[src/rtl/seq_div_pkg.sv]
// Shared types and constants for the sequential restoring divider.
package seq_div_pkg;

    typedef enum logic [1:0] {
        IDLE = 2'd0,
        RUN  = 2'd1,
        DONE = 2'd2
    } state_t;

    localparam int DEFAULT_W = 8;

    // Iteration counter width: must be able to hold the value W.
    function automatic int cnt_width(input int w);
        return $clog2(w + 1);
    endfunction

endpackage

[src/rtl/seq_divider_div_step.sv]
// One combinational iteration of the restoring division algorithm.
// The shifted remainder is W+1 bits wide so the carry-in bit from the
// quotient register is never lost before the trial subtraction.
module div_step
    import seq_div_pkg::*;
#(
    parameter int W = DEFAULT_W
) (
    input  logic [W-1:0] rem,
    input  logic [W-1:0] q,
    input  logic [W-1:0] divisor,
    output logic [W-1:0] rem_next,
    output logic [W-1:0] q_next
);

    logic [W:0] shifted;
    logic [W:0] trial;

    // Shift {rem, q} left, trial-subtract, and restore if the result went negative.
    always_comb begin
        shifted = {rem, q[W-1]};
        trial   = shifted - {1'b0, divisor};
        if (!trial[W]) begin
            rem_next = trial[W-1:0];
            q_next   = {q[W-2:0], 1'b1};
        end else begin
            rem_next = shifted[W-1:0];
            q_next   = {q[W-2:0], 1'b0};
        end
    end

endmodule

[src/rtl/seq_divider.sv]
// Iterative unsigned restoring divider with start/busy/done handshake.
// One quotient bit is produced per clock; a result appears W+1 cycles
// after the accepting edge. Define SEQ_DIV_ZERO_CHECK_EN to short-cut a
// zero divisor straight to DONE and raise dz; otherwise dz is tied low and
// a zero divisor simply runs the normal iterations (Q = all ones, R = A).
module seq_divider
    import seq_div_pkg::*;
#(
    parameter int W = DEFAULT_W
) (
    input  logic         clk,
    input  logic         rst,
    input  logic         start,
    input  logic [W-1:0] A,
    input  logic [W-1:0] B,
    output logic         busy,
    output logic         done,
    output logic [W-1:0] Q,
    output logic [W-1:0] R,
    output logic         dz
);

    localparam int CW = cnt_width(W);
    localparam logic [CW-1:0] LAST_ITER = CW'(W - 1);

    state_t         state;
    state_t         state_next;
    logic [W-1:0]   q_reg;
    logic [W-1:0]   rem_reg;
    logic [W-1:0]   div_reg;
    logic [W-1:0]   q_step;
    logic [W-1:0]   rem_step;
    logic [CW-1:0]  cnt;
    logic           accept;
    logic           zero_fast;
    logic           last_iter;
    logic           busy_next;
    logic           done_next;

    div_step #(.W(W)) u_step (
        .rem      (rem_reg),
        .q        (q_reg),
        .divisor  (div_reg),
        .rem_next (rem_step),
        .q_next   (q_step)
    );

    assign accept    = start && ((state == IDLE) || (state == DONE));
    assign last_iter = (state == RUN) && (cnt == LAST_ITER);

`ifdef SEQ_DIV_ZERO_CHECK_EN
    assign zero_fast = accept && (B == '0);
`else
    assign zero_fast = 1'b0;
`endif

    // State register.
    always_ff @(posedge clk or posedge rst) begin
        if (rst) state <= IDLE;
        else     state <= state_next;
    end

    // Next-state decode; DONE accepts a new request just like IDLE.
    always_comb begin
        state_next = state;
        case (state)
            IDLE, DONE: begin
                if (zero_fast)   state_next = DONE;
                else if (accept) state_next = RUN;
                else             state_next = IDLE;
            end
            RUN: begin
                if (last_iter) state_next = DONE;
                else           state_next = RUN;
            end
            default: state_next = IDLE;
        endcase
    end

    // Handshake outputs decoded from the upcoming state so they come out of flops.
    always_comb begin
        busy_next = (state_next == RUN);
        done_next = (state_next == DONE);
    end

    // Registered handshake outputs.
    always_ff @(posedge clk or posedge rst) begin
        if (rst) begin
            busy <= 1'b0;
            done <= 1'b0;
        end else begin
            busy <= busy_next;
            done <= done_next;
        end
    end

    // Operand capture on accept, then one division step per RUN cycle.
    always_ff @(posedge clk or posedge rst) begin
        if (rst) begin
            q_reg   <= '0;
            rem_reg <= '0;
            div_reg <= '0;
            cnt     <= '0;
        end else if (accept) begin
            q_reg   <= A;
            rem_reg <= '0;
            div_reg <= B;
            cnt     <= '0;
        end else if (state == RUN) begin
            q_reg   <= q_step;
            rem_reg <= rem_step;
            cnt     <= cnt + CW'(1);
        end
    end

    // Result registers change only on the edge that enters DONE.
    always_ff @(posedge clk or posedge rst) begin
        if (rst) begin
            Q <= '0;
            R <= '0;
        end else if (last_iter) begin
            Q <= q_step;
            R <= rem_step;
        end else if (zero_fast) begin
            Q <= '1;
            R <= A;
        end
    end

`ifdef SEQ_DIV_ZERO_CHECK_EN
    // Divide-by-zero flag tracks the divisor of the most recent result.
    always_ff @(posedge clk or posedge rst) begin
        if (rst)            dz <= 1'b0;
        else if (last_iter) dz <= 1'b0;
        else if (zero_fast) dz <= 1'b1;
    end
`else
    assign dz = 1'b0;
`endif

endmodule

[config.mk]
export PLATFORM = sky130hd
export DESIGN_NAME = seq_divider
export DESIGN_NICKNAME = d
export VERILOG_FILES = /design/src/rtl/seq_div_pkg.sv /design/src/rtl/seq_divider_div_step.sv /design/src/rtl/seq_divider.sv
export SDC_FILE = /design/constraint.sdc
export NUM_CORES = 1
export LEC_CHECK = 0
export ABC_CLOCK_PERIOD_IN_PS = 5600
export CAP_MARGIN = 40
export CORE_MARGIN = 4
export CORE_UTILIZATION = 57
export DETAILED_ROUTE_END_ITERATION = 10
export PLACE_DENSITY = 0.92
export SLEW_MARGIN = 20
export SYNTH_ARGS = -nofsm -noshare
export SYNTH_HDL_FRONTEND = slang
export SYNTH_HIERARCHICAL = 1
export SYNTH_SLANG_ARGS = --single-unit
[constraint.sdc]
create_clock -name clk -period 5.6 [get_ports clk]
set_input_delay 1.12 -clock clk [delete_from_list [all_inputs] [get_ports clk]]
set_output_delay 1.12 -clock clk [all_outputs]
set_load 0.05 [all_outputs]
==> results <==
- The synthesized-area fraction occupied by and/or/nand/nor cells is 9.663%.
- The critical-path cell with the highest stage delay is sky130_fd_sc_hd__mux2_2.
- After routing the design area is ~2900 um2.
- Detailed placement ended at an HPWL of 3268 um.
- TritonCTS built the clock tree.
- The first-pass GRT wire length is 7679 um.
- In this run the remaining antenna-violating nets after routing total 0.
- In the final design database the tool counted 266 nets.
- The total standard cell area after synthesis is 2447 um2.
- The average wire per standard cell is 15.37 um.
- The total of flip-flops plus latches after synthesis is 48.
- For the final routed database, the setup TNS stands at 0 ps.
- The initial utilization of the core area, before any placement, comes to 59.89%.
- The flow ran to the end, and the final reports show no timing, DRC or antenna violations.
- The hold buffer count at CTS is 0.
- The average via count per standard cell is between 5 and 6.
- The class of the worst hold path is reg -> reg.
- The dominant combinational cell family by area after synthesis is multiplexers.
- The maximum fanout count along the critical path is 10.
- The category of the most critical setup path is reg -> reg.
- Clock tree synthesis selected as its root buffer the cell sky130_fd_sc_hd__clkbuf_8.
- Global routing used a little under a fifth of the available tracks.
- The max-cap check violation count is 0.
- After clock tree synthesis, the clock-pin slew on the worst setup and hold paths is 90 ps.
- In this run the tool buffered the top-level ports with 36 buffer cells.
- For the pin with the worst max-slew slack, the measured transition is around 790 ps.
- The die outline width is around 74 um.
- The final critical-path required period is between 2000 and 3000 ps.
- The synthesized netlist devotes 12.99% of its cell area to compound gates.
- Entering global routing, the biggest net connects 37 pins.
- The number of antenna diodes is 0.
- At the worst endpoint, the required time is 5780 ps.
- The final-layout worst hold slack is 480.9 ps.
- STA classifies the critical path startpoint as a flop.
- The cell accounting for the most synthesized area is sky130_fd_sc_hd__dfrtp_1.
- Setup repair after global routing left no endpoint under its margin.
- The final route contains 1605 vias.
- Measured along the y axis, the die boundary spans about 74 um.
- The average instance in the mapped netlist occupies around 12 um2.
- Counting both buffers and inverters, the worst setup path holds a total of 2.
- The synthesized netlist devotes 2.556% of its cell area to XOR and XNOR gates.
- The fraction of final layout cells with drive strength greater than 1 is roughly 17%.
- The max-slew violation total from the final report came to 0.
- The source-to-sink clock delay at the later pin of the worst-skew pair is 300 ps.
- The synthesized design contains 0 enable-type register cells.
- For this run, the top clock speed supported by timing is 0.3537 GHz.
- The initial DRC count is 90.
- The post-synthesis share of cell area spent on full adders, half adders and majority gates is 5.419%.
- The placement row count is 23.
- The top cell type by area accounts for 49.08% of the synthesized area.
- The max-slew headroom at the worst pin is about 48%.
- For this run, design rule violations remaining after detail routing come to 0.
- The post-route fraction of the period consumed by the critical path is just over 50%.
- The final worst clock skew is 8.207 ps.
- For this design the top-level I/O count stands at 38.
- The most used flip-flop cell after synthesis is sky130_fd_sc_hd__dfrtp_1.
- The total number of clock tree sinks is 48.
- The number of levels in the clock H-tree is 2.
- The critical path capture point type is a flop.
- The most numerous cell in the Yosys netlist is sky130_fd_sc_hd__dfrtp_1.
- Summed over all layers, the routed wires come to between 4000 and 5000 um.
- When the netlist entered floorplanning its net count stood at approximately 240.
- The number of standard cells after synthesis is 207.
- The floorplan core area is 4086 um2.
- The worst-case clock buffer depth is 2.
- The count of different cell masters after synthesis is 42.
- The number of failing hold endpoints at the final stage is 0.
- The cell area after placement is 2803 um2.
- The critical path goes through inv_1 -> ha_1 -> inv_1 -> fa_1 -> a21o_1 -> a21oi_2 -> o31ai_4 -> xor2_4 -> mux2_2 -> mux2_4.
- After synthesis, flip-flops and latches occupy 49.08% of the total area.
- The arrival time of data at the critical path endpoint is 3010 ps.
- The number of antenna violations at the first check in global routing is 0.
- After clock tree synthesis, the setup repair step added 0 buffers.
- The die covers 5406 um2.
- Ranked by total cell area, the synthesized netlist is headed by sky130_fd_sc_hd__dfrtp_1 (49%), sky130_fd_sc_hd__mux2_2 (6.9%), sky130_fd_sc_hd__a22o_1 (6.1%), sky130_fd_sc_hd__mux2_4 (5.5%), sky130_fd_sc_hd__nand2_1 (4.9%).
- Compared with the post-synthesis result, the final layout area differs by 17.84%.
- The number of detailed-route iterations in the first pass is 4.
- At the end of routability-driven placement, the weighted congestion stood at around 0.87.
- The peak per-stage delay on the critical path is 420 ps.
- The cell that appears most often on the critical path is sky130_fd_sc_hd__inv_1.
- The sum of overflow across all layers after global routing is 0.
- The number of synthesis warnings is 6.
- Broken down by cell family, the worst path's largest delay share belongs to multiplexers.
- The final setup violation count is 0.
- Counting instances in the post-synthesis netlist gives the leading cell types as sky130_fd_sc_hd__dfrtp_1 (48), sky130_fd_sc_hd__nand2_1 (32), sky130_fd_sc_hd__a22o_1 (17), sky130_fd_sc_hd__mux2_2 (15), sky130_fd_sc_hd__inv_1 (10).
- The multiplexer share of the synthesized area is between 10% and 20%.
- The number of buffers added by the clock tree synthesis step is 5.
- The via count of the first global-routing pass came to 1573.
- The share of synthesized registers carrying an async set or reset is 100.0%.
- The post-cts resize count is 0.
## placed cells by master, fill, tap and decap left out, types with 2 or more instances in the layout
cell type,n
sky130_fd_sc_hd__clkdlybuf4s50_1,36
sky130_fd_sc_hd__clkbuf_8,5
sky130_fd_sc_hd__mux2_2,15
sky130_fd_sc_hd__a21o_1,9
sky130_fd_sc_hd__xor2_1,2
sky130_fd_sc_hd__mux2i_1,3
sky130_fd_sc_hd__nor2_1,3
sky130_fd_sc_hd__dfrtp_1,48
sky130_fd_sc_hd__o21ai_0,3
sky130_fd_sc_hd__a22o_1,17
sky130_fd_sc_hd__mux2_4,9
sky130_fd_sc_hd__nand2b_1,4
sky130_fd_sc_hd__nand2_1,32
sky130_fd_sc_hd__inv_1,9
sky130_fd_sc_hd__a21oi_1,4
sky130_fd_sc_hd__xnor2_1,2
sky130_fd_sc_hd__ha_1,9
## cells by family (layout without fill, tap and decap cells)
kind of cell             Yosys count  after routing
AO/OA/AOI/OAI                     40             40
adder cells (fa/ha/maj)           10             10
flip-flops                        48             48
multiplexers                      28             28
AND/OR/NAND/NOR                   49             49
other                              1              1
XOR/XNOR                           5              5
buffers and inverters             26             56
## final cells by class
cell class | count | area (um2)
fill | 291 | 1202
sequential | 48 | 1201
multi-input combinational | 133 | 1099
timing repair buffer | 39 | 402.9
clock buffer | 5 | 68.82
tap | 50 | 62.56
inverter | 10 | 37.54
clock inverter | 2 | 12.51
## metal layers
| layer | up-vias | track usage, % | part of all wire (%) |
|---|---|---|---|
| li1 | 777 | - | - |
| met1 | 775 | 25.65 | 46 |
| met2 | 45 | 29.43 | 47 |
| met3 | 8 | 4.104 | 4.5 |
| met4 | 0 | 6.640 | 1.8 |
| met5 | - | 0 | 0 |
## metrics by stage
stage,worst slack [ps],cells,util [%]
2_1_floorplan,3079,207,-
3_3_place_gp,2857,278,67.73
4_1_cts,2763,287,70.58
6_report,2773,287,70.58
3_5_place_dp,2819,280,68.59
5_1_grt,2640,287,70.58
## path summary, 6_finish.rpt
check                      depth (start not counted)        from  slack (ps)    endpoint
setup / recovery                                  10    q_reg[7]        2770        R[4]
hold / removal                                     2  div_reg[2]         480  div_reg[2]
setup reg to reg                                  10    q_reg[7]        2770        R[4]
hold reg to reg                                    2  div_reg[2]         480  div_reg[2]
max in group asynchronous                          3         rst        4050        R[5]
min in group asynchronous                          2         rst        1070        R[0]
## tightest hold or removal path, stage by stage (launching register included)
cell                      delay, ps
sky130_fd_sc_hd__dfrtp_1        350
sky130_fd_sc_hd__nand2_1         50
sky130_fd_sc_hd__nand2_1         50
Power is not shown: default switching activity piles up to over one toggle a cycle in this logic, so the estimate is an artifact.
